<file path="src/rtl/micropop_pkg.sv">
// Shared types for the ALU issue path: opcodes, flag bit positions and
// branch condition selectors.
package micropop_pkg;

   typedef enum logic [2:0] {
      ADD = 3'd0,
      SUB = 3'd1,
      SHL = 3'd2,
      SHR = 3'd3,
      SRA = 3'd4,
      AND = 3'd5,
      OR  = 3'd6,
      XOR = 3'd7
   } alu_op_t;

   localparam int FLAG_Z = 0;
   localparam int FLAG_N = 1;
   localparam int FLAG_V = 2;
   localparam int FLAG_C = 3;

   typedef enum logic [2:0] {
      AL = 3'd0,
      EQ = 3'd1,
      NE = 3'd2,
      LT = 3'd3,
      GE = 3'd4,
      CS = 3'd5,
      CC = 3'd6,
      MI = 3'd7
   } cond_t;

endpackage

</file>
<file path="src/rtl/alu_issue_ctrl_resp_fifo.sv">
// In-order response FIFO with synchronous flush and asynchronous reset.
// DEPTH must be a power of two so the pointers wrap by plain overflow.
module resp_fifo #(
   parameter  int W     = 8,
   parameter  int DEPTH = 2,
   localparam int PW    = $clog2(DEPTH),
   localparam int CW    = $clog2(DEPTH + 1)
) (
   input  logic          clk_i,
   input  logic          rst_i,
   input  logic          flush_i,
   input  logic          push_i,
   input  logic          pop_i,
   input  logic [W-1:0]  data_i,
   output logic [W-1:0]  data_o,
   output logic          empty_o,
   output logic [CW-1:0] count_o
);

   logic [W-1:0]  mem_q [DEPTH];
   logic [PW-1:0] rd_ptr_q, rd_ptr_d;
   logic [PW-1:0] wr_ptr_q, wr_ptr_d;
   logic [CW-1:0] count_q, count_d;
   logic          do_push, do_pop;

   assign empty_o = (count_q == '0);
   assign count_o = count_q;
   assign do_pop  = pop_i && !empty_o;
   assign do_push = push_i && ((count_q != CW'(DEPTH)) || do_pop);

   always_comb begin
      rd_ptr_d = rd_ptr_q;
      wr_ptr_d = wr_ptr_q;
      count_d  = count_q;
      if (flush_i) begin
         rd_ptr_d = '0;
         wr_ptr_d = '0;
         count_d  = '0;
      end else begin
         if (do_push) wr_ptr_d = wr_ptr_q + PW'(1);
         if (do_pop)  rd_ptr_d = rd_ptr_q + PW'(1);
         case ({do_push, do_pop})
            2'b10:   count_d = count_q + CW'(1);
            2'b01:   count_d = count_q - CW'(1);
            default: count_d = count_q;
         endcase
      end
   end

   // NOTE: state flops use non-blocking assignments so every flop samples pre-edge values.
   always_ff @(posedge clk_i or posedge rst_i) begin
      if (rst_i) begin
         rd_ptr_q <= '0;
         wr_ptr_q <= '0;
         count_q  <= '0;
      end else begin
         rd_ptr_q <= rd_ptr_d;
         wr_ptr_q <= wr_ptr_d;
         count_q  <= count_d;
      end
   end

   // NOTE: storage has no reset; the head is masked while empty, so stale data never shows.
   always_ff @(posedge clk_i) begin
      if (do_push && !flush_i) mem_q[wr_ptr_q] <= data_i;
   end

   assign data_o = empty_o ? '0 : mem_q[rd_ptr_q];

endmodule

</file>
<file path="src/rtl/alu_issue_ctrl.sv">
// Issue register in front of a combinational ALU, response FIFO behind it,
// plus the architectural flags register and branch condition evaluation.
module alu_issue_ctrl
   import micropop_pkg::*;
#(
   parameter int WIDTH = 16,
   parameter int DEPTH = 2,
   parameter int TAGW  = 3
) (
   input  logic             Clock,
   input  logic             Reset,
   input  logic             Flush,
   input  logic             ReqValid,
   output logic             ReqReady,
   input  alu_op_t          ReqOperation,
   input  logic [WIDTH-1:0] ReqOperand1,
   input  logic [WIDTH-1:0] ReqOperand2,
   input  logic [TAGW-1:0]  ReqTag,
   input  logic             ReqSetFlags,
   output alu_op_t          AluOperation,
   output logic [WIDTH-1:0] AluOperand1,
   output logic [WIDTH-1:0] AluOperand2,
   input  logic [WIDTH-1:0] AluResult,
   input  logic [3:0]       AluFlags,
   output logic             RspValid,
   input  logic             RspReady,
   output logic [WIDTH-1:0] RspResult,
   output logic [3:0]       RspFlags,
   output logic [TAGW-1:0]  RspTag,
   output logic [3:0]       FlagsReg,
   input  cond_t            CondCode,
   output logic             CondTrue
);

   localparam int EW = WIDTH + 4 + TAGW;
   localparam int CW = $clog2(DEPTH + 1);

   typedef struct packed {
      alu_op_t          op;
      logic [WIDTH-1:0] a;
      logic [WIDTH-1:0] b;
      logic [TAGW-1:0]  tag;
      logic             set_flags;
   } issue_t;

   issue_t        issue_q, issue_d;
   logic          issue_valid_q, issue_valid_d;
   logic [3:0]    flags_q, flags_d;
   logic [CW-1:0] fifo_count;
   logic          fifo_empty;
   logic [EW-1:0] fifo_head;
   logic          pop, retire, accept;

   assign RspValid = !fifo_empty;
   assign pop      = RspValid && RspReady;
   assign retire   = issue_valid_q && ((fifo_count < CW'(DEPTH)) || pop);
   // RspReady reaches ReqReady combinationally so a full FIFO can drain and refill in one edge.
   assign ReqReady = !Reset && (!issue_valid_q || retire);
   assign accept   = ReqValid && ReqReady;

   // NOTE: every always_comb output gets a default first, which rules out inferred latches.
   always_comb begin
      issue_d       = issue_q;
      issue_valid_d = issue_valid_q;
      flags_d       = flags_q;
      if (Flush) begin
         issue_valid_d = 1'b0;
      end else begin
         if (retire) begin
            issue_valid_d = 1'b0;
            if (issue_q.set_flags) flags_d = AluFlags;
         end
         if (accept) begin
            issue_d = '{op: ReqOperation, a: ReqOperand1, b: ReqOperand2,
                        tag: ReqTag, set_flags: ReqSetFlags};
            issue_valid_d = 1'b1;
         end
      end
   end

   always_ff @(posedge Clock or posedge Reset) begin
      if (Reset) begin
         issue_q       <= '0;
         issue_valid_q <= 1'b0;
         flags_q       <= '0;
      end else begin
         issue_q       <= issue_d;
         issue_valid_q <= issue_valid_d;
         flags_q       <= flags_d;
      end
   end

   resp_fifo #(.W(EW), .DEPTH(DEPTH)) u_resp_fifo (
      .clk_i   (Clock),
      .rst_i   (Reset),
      .flush_i (Flush),
      .push_i  (retire),
      .pop_i   (pop),
      .data_i  ({AluResult, AluFlags, issue_q.tag}),
      .data_o  (fifo_head),
      .empty_o (fifo_empty),
      .count_o (fifo_count)
   );

   assign {RspResult, RspFlags, RspTag} = fifo_head;
   assign AluOperation = issue_q.op;
   assign AluOperand1  = issue_q.a;
   assign AluOperand2  = issue_q.b;
   assign FlagsReg     = flags_q;

   always_comb begin
      CondTrue = 1'b1;
      unique case (CondCode)
         AL: CondTrue = 1'b1;
         EQ: CondTrue = flags_q[FLAG_Z];
         NE: CondTrue = !flags_q[FLAG_Z];
         LT: CondTrue = flags_q[FLAG_N] ^ flags_q[FLAG_V];
         GE: CondTrue = !(flags_q[FLAG_N] ^ flags_q[FLAG_V]);
         CS: CondTrue = flags_q[FLAG_C];
         CC: CondTrue = !flags_q[FLAG_C];
         MI: CondTrue = flags_q[FLAG_N];
         default: CondTrue = 1'b1;
      endcase
   end

endmodule
</file>
<file path="config.mk">
export PLATFORM = sky130hd
export DESIGN_NAME = alu_issue_ctrl
export DESIGN_NICKNAME = d
export VERILOG_FILES = /design/src/rtl/micropop_pkg.sv /design/src/rtl/alu_issue_ctrl_resp_fifo.sv /design/src/rtl/alu_issue_ctrl.sv
export SDC_FILE = /design/constraint.sdc
export NUM_CORES = 1
export LEC_CHECK = 0
export CAP_MARGIN = 20
export CORE_MARGIN = 4
export CORE_UTILIZATION = 30
export CTS_BUF_LIST = sky130_fd_sc_hd__clkbuf_8
export CTS_CLUSTER_DIAMETER = 60
export CTS_CLUSTER_SIZE = 30
export DETAILED_ROUTE_END_ITERATION = 12
export SETUP_SLACK_MARGIN = 0.15
export SLEW_MARGIN = 40
export SYNTH_ARGS = -nofsm -noshare
export SYNTH_HDL_FRONTEND = slang
export SYNTH_HIERARCHICAL = 1
export SYNTH_SLANG_ARGS = --single-unit
</file>
<file path="constraint.sdc">
create_clock -name Clock -period 4.2 [get_ports Clock]
set_input_delay 1.05 -clock Clock [delete_from_list [all_inputs] [get_ports Clock]]
set_output_delay 1.05 -clock Clock [all_outputs]
set_load 0.02 [all_outputs]
</file>
# Word level (Yosys, flattened, before mapping)

Memories as Yosys holds them, arrays and structs flattened.
Cells that the tools add are included.

Bits in registers: 48
RAM bits: 46
Input port bits: 67
Output and inout bits: 65
Word-level logic and storage cells: 66
Memories kept: 1

Memories:

| memory            | depth | width | read ports | clocked after memory_dff | wr ports | RTL line                       | text |
|---|---|---|---|---|---|---|---|
| u_resp_fifo.mem_q | 2     | 23    | 1          | 0                        | 1        | alu_issue_ctrl_resp_fifo.sv:20 | `logic [W-1:0] mem_q [DEPTH];` |

$add $sub $neg: 4
Magnitude comparators: 1
Equal/unequal tests: 10
Multiplexer cells: 13
Bitwise gates (word level): 2
Reduce and logical (&&, ||, !) cells: 25

Operator list:

| operator                                           | number |
|---|---|
| two-way mux 23 bit                                 | 1 |
| == test 3 bit (second input constant)              | 4 |
| two-way mux 1 bit                                  | 9 |
| one-hot mux 1 bit (8 select lines)                 | 1 |
| logical AND 1 bit                                  | 7 |
| zero test 1 bit                                    | 7 |
| == test 3 x 2 -> 1 bit (second input constant)     | 2 |
| nonzero test 3 bit                                 | 2 |
| one-hot mux 2 bit (2 select lines)                 | 1 |
| nonzero test 2 bit                                 | 2 |
| == test 3 x 1 -> 1 bit (second input constant)     | 1 |
| zero test 3 bit                                    | 1 |
| logical OR 1 bit                                   | 3 |
| AND reduction 3 bit                                | 1 |
| adder 1 bit (second input constant)                | 2 |
| adder 2 x 1 -> 2 bit (second input constant)       | 1 |
| == test 2 x 1 -> 1 bit (second input constant)     | 1 |
| == test 2 bit (second input constant)              | 1 |
| zero test 2 bit                                    | 1 |
| less-than comparator 2 bit (second input constant) | 1 |
| two-way mux 2 bit                                  | 1 |
| inequality test 2 bit (second input constant)      | 1 |
| AND reduction 2 bit                                | 1 |
| subtractor 2 x 1 -> 2 bit (second input constant)  | 1 |
| other kinds (2)                                    | 2 |

# Depth between registers and ports, before layout

Word-level depth: 10
Depth in mapped cells: 9
Depth with buffers taken out: 6

# Modules after synthesis

The synthesis kept the hierarchy.

Modules (own cells, without submodules):

| module         | times used | cells each | area each (µm²) | sequential area each (µm²) |
|---|---|---|---|---|
| alu_issue_ctrl | 1          | 150        | 2097.0          | 1101.1 |
| resp_fifo      | 1          | 125        | 1988.2          | 1481.4 |

# Worst setup path before layout

OpenSTA, ideal clock, no wires.

Kind: input -> register
From: input port RspReady
To: memory u_resp_fifo/mem_q[1][0] (netlist name), enable pin
Data arrival time: 3.592 ns
Required time: 3.763 ns
Path slack: 0.171 ns
Cell stages on the path: 4
Buffers on the path: 0
Cell sequence: nand2b_4 a21boi_0 o31ai_4 nor3b_1

Word-level cells in the longest chain between the ends: 7

Ends and longest elaborated chain:

| element                                 | RTL line                       | text |
|---|---|---|
| start: declaration                      | alu_issue_ctrl.sv:26           | `input logic RspReady,` |
| logical AND 1 bit                       | alu_issue_ctrl.sv:55           | `assign pop = RspValid && RspReady;` |
| logical OR 1 bit                        | alu_issue_ctrl.sv:56           | `assign retire = issue_valid_q && ((fifo_count < CW'(DEPTH)) \|\| pop);` |
| logical AND 1 bit                       | alu_issue_ctrl.sv:56           |  |
| named net retire                        | alu_issue_ctrl.sv:52           | `logic pop, retire, accept;` |
| logical AND 1 bit                       | alu_issue_ctrl_resp_fifo.sv:29 | `assign do_push = push_i && ((count_q != CW'(DEPTH)) \|\| do_pop);` |
| logical AND 1 bit                       | alu_issue_ctrl_resp_fifo.sv:65 | `if (do_push && !flush_i) mem_q[wr_ptr_q] <= data_i;` |
| two-way mux 1 bit                       | alu_issue_ctrl_resp_fifo.sv:65 |  |
| two-way mux 1 bit (implied by the code) | alu_issue_ctrl_resp_fifo.sv:65 |  |
| end: declaration                        | alu_issue_ctrl_resp_fifo.sv:20 |  |

The timed path passes the listed nets, and every way through them passes these cells.

# Worst setup path in the final report

From: input port CondCode[0]
To: output port CondTrue

Word-level cells in the longest chain between the ends: 2

Ends and longest elaborated chain:

| element                               | RTL line              | text |
|---|---|---|
| start: declaration                    | alu_issue_ctrl.sv:31  | `input cond_t CondCode,` |
| == test 3 bit (tied with other cells) | alu_issue_ctrl.sv:113 | `unique case (CondCode)` |
| one-hot mux 1 bit (8 select lines) *  | alu_issue_ctrl.sv:113 |  |
| end: declaration                      | alu_issue_ctrl.sv:32  | `output logic CondTrue` |

Every way passes the cells marked *; elsewhere a longest branch is shown, timed or not.

==> impl_metrics.yaml <==
clock_tree:
  clkTransAtPathRegs_ns: 0.09
  cts_resized: 0
  cts_sinks: 94
  cts_buffers: 9
  clock_path_buffers: 2
  post_cts_buffers: 0
  clk_latency_ns: 0.36
  cts_hold_buf: 0
  htree_num_levels: 3
  cts_tree: "yes"
  cts_root_buf: "clkbuf_8"
hold_path:
  holdCritPathClass: "flip-flop to flip-flop"
  hold_start: "issue_q[2]"
  whs_path_depth: 0
  min_to: "u_resp_fifo/mem_q[0][1]"
detailed_routing:
  vias_per_cell: 4.29
  vias: 2407
  ant_nets: 0
  post_drt_wl_per_cell_um: 14.8
  drt_iter0_drc: 128
  wl_um: 8320
  drcViolationCount: 0
  first_pass_iters: 4
synth:
  yosys.area_share.adder: 0
  seq_area_frac_synth: 0.632
  netlist_top_cells_count: "dfrtp_1, edfxtp_1, buf_4, mux2_2, nor2_1"
  synth_nets: 342
  synth.mux.area_fraction: 0.189
  synth_top_family_by_area: "multiplexers"
  yosys.area_share.xor_xnor: 0.00643
  yosysWarnings: 6
  synth_top_flop_cell: "dfrtp_1"
  avgSynthCellArea_um2: 14.9
  yosys.area.top_type: "edfxtp_1"
  synth.top_cell.area_share: 0.338
  syn_inst: 275
  synth_compound_area_frac: 0.0266
  synth_edf_count: 46
  synthArstFlopShare: 0.511
  netlist_area_um2: 4090
  synthSimpleGateAreaFrac: 0.0551
  netlist-cell-type-count: 32
  synth.top_cells.by_area: "edfxtp_1, dfrtp_1, mux2_2"
  ys_ff_latch: 94
  yosysMostFrequentCell: "dfrtp_1"
die:
  die_height_um: 125
  die_area_um2: 15500
  coreArea_um2: 13300
  io_pins: 132
  die_x_um: 125
  start_util: 0.307
  rows: 42
grt:
  grt_pass1_vias: 2477
  met3_usage: 0.0596
  overflow: 0
  grt_max_degree: 45
  grt_pass1_wl_um: 13300
  met1_usage: 0.133
  met2_usage: 0.157
  antenna_found_initial: 0
  grtUsageTotal: 0.110
  grt-busiest-layer: "met2"
setup_path:
  crit_fanout: 7
  endpoint_kind: "output pin"
  r2r_start: "u_resp_fifo/count_o[1]"
  reg2reg_slack_ns: 1.89
  crit_type: "input port to output pin"
  worst-endpoint-required_ns: 3.15
  r2r_cells: 8
  r2r_end: "u_resp_fifo/mem_q[1][14]"
  crit_arrival_ns: 2.78
  start_kind: "input port"
timing:
  fin_skew_ns: 0.00876
  rsz0062_at_grt: "false"
  finalCriticalPeriod_ns: 3.83
  tightest_slew_ns: 0.554
  relSlewSlack: 0.630
  fmax_ghz: 0.261
  hold_viol: 0
  setup_violations: 0
  slew_viol_final: 0
  timing.final.ws_setup_ns: 0.369
  finalSetupTns_ns: 0
  fin_crit_sh: 0.912
final_layout:
  layout-drive-gt1-share: 0.187
  fill_cells: 1225
  final_core_util: 0.415
  stdcell_area_um2: 5520
  area_delta_synth_final_pct: 35.2
  fin_nets: 447
  antennaDiodeCount: 0
placement:
  hpwl_um: 5880
  placed_area_um2: 5340
  post-place-ws_ns: 0.365
  place.gp.congestion: 0.705
  numPortBuffers: 131
power:
  power_density_nw_per_um2: 400
  ir_drop_mv: 0.236
  power.total_w: 0.00221
  power.leakage_nw: 2.05
status:
  status: "completed"
flow_run:
  max_cap_viol_count: 0
-- routing by layer --
| metal | up-vias | share of wire | wire length (µm) |
|---|---|---|---|
| met4 | 0 | 0.022 | 184 |
| met1 | 1145 | 0.43 | 3580 |
| met2 | 105 | 0.43 | 3570 |
| met3 | 13 | 0.12 | 981 |
| met5 | - | 0 | 0 |
| li1 | 1144 | - | - |
-- power breakdown --
group	switching, W	internal, W	leakage [nW]	total, W
registers	0.0000592	0.00106	0.995	0.00112
logic	0.000230	0.000299	0.949	0.000529
clock network	0.000294	0.000268	0.107	0.000562
-- cells in the final DEF (no fill, tap or decap), types with 2 or more instances in the layout --
cell and count:
inv_1 8, dfrtp_1 48, a31oi_1 3, a21oi_1 5, mux2_4 10, edfxtp_1 46
mux2_2 33, nor2_1 27, nor3_1 2, nor2b_1 2, o21a_1 2, mux2i_1 24
nand2_1 4, xor2_1 3, clkdlybuf4s50_1 131, clkinv_2 2, clkbuf_8 9, buf_4 8
-- cell families (layout without fill, tap and decap cells) --
family,count (synthesis),after routing
DFF,94,94
xor gates and xnor gates,3,3
muxes,68,68
buffers and inverters,51,161
AOI/OAI and AO/OA,15,15
and+or+nand+nor,44,44
-- registers in the layout, summed over array words and instances, names as in the netlist --
| signal | count |
|---|---|
| AluOperand2 | 16 |
| u_resp_fifo/wr_ptr_q | 1 |
| issue_q | 4 |
| AluOperand1 | 16 |
| u_resp_fifo/rd_ptr_q | 1 |
| u_resp_fifo/count_o | 2 |
| issue_valid_q | 1 |
| AluOperation | 3 |
| u_resp_fifo/mem_q | 46 |
| FlagsReg | 4 |
-- worst max path at each step --
stage | from | to | slack (ns) | cells past startpoint
finish | CondCode[0] | CondTrue | 0.37 | 6
CTS | CondCode[0] | CondTrue | 0.36 | 6
global placement | CondCode[0] | CondTrue | 0.40 | 6
detailed placement | CondCode[0] | CondTrue | 0.36 | 6
floorplan | RspReady | u_resp_fifo/mem_q[1][0] | 0.17 | 4
global route | CondCode[0] | CondTrue | 0.25 | 6
-- through the flow --
step,hold slack (ns),instances
final,0.469,561
after global routing,0.485,561
after CTS,0.473,561
after detailed placement,0.464,545
after global placement,0.459,545
after floorplan,0.438,275
-- layout make-up --
cell class                      instances  area (µm²)  area share
Sequential cell                        94        2580       0.467
Clock inverter                          7        60.1      0.0109
Clock buffer                            9         124      0.0224
Multi-Input combinational cell        130        1140       0.207
Timing Repair Buffer                  139        1370       0.248
Tap cell                              176         220      0.0399
Inverter                                6        22.5     0.00408
-- critical path, stage by stage --
cell and delay, ns:
clkdlybuf4s50_1 0.51, nor4bb_1 0.30, a31oi_1 0.07, o2111ai_1 0.11
o21a_1 0.14, clkdlybuf4s50_1 0.60
(Power assumes the default switching activity.)
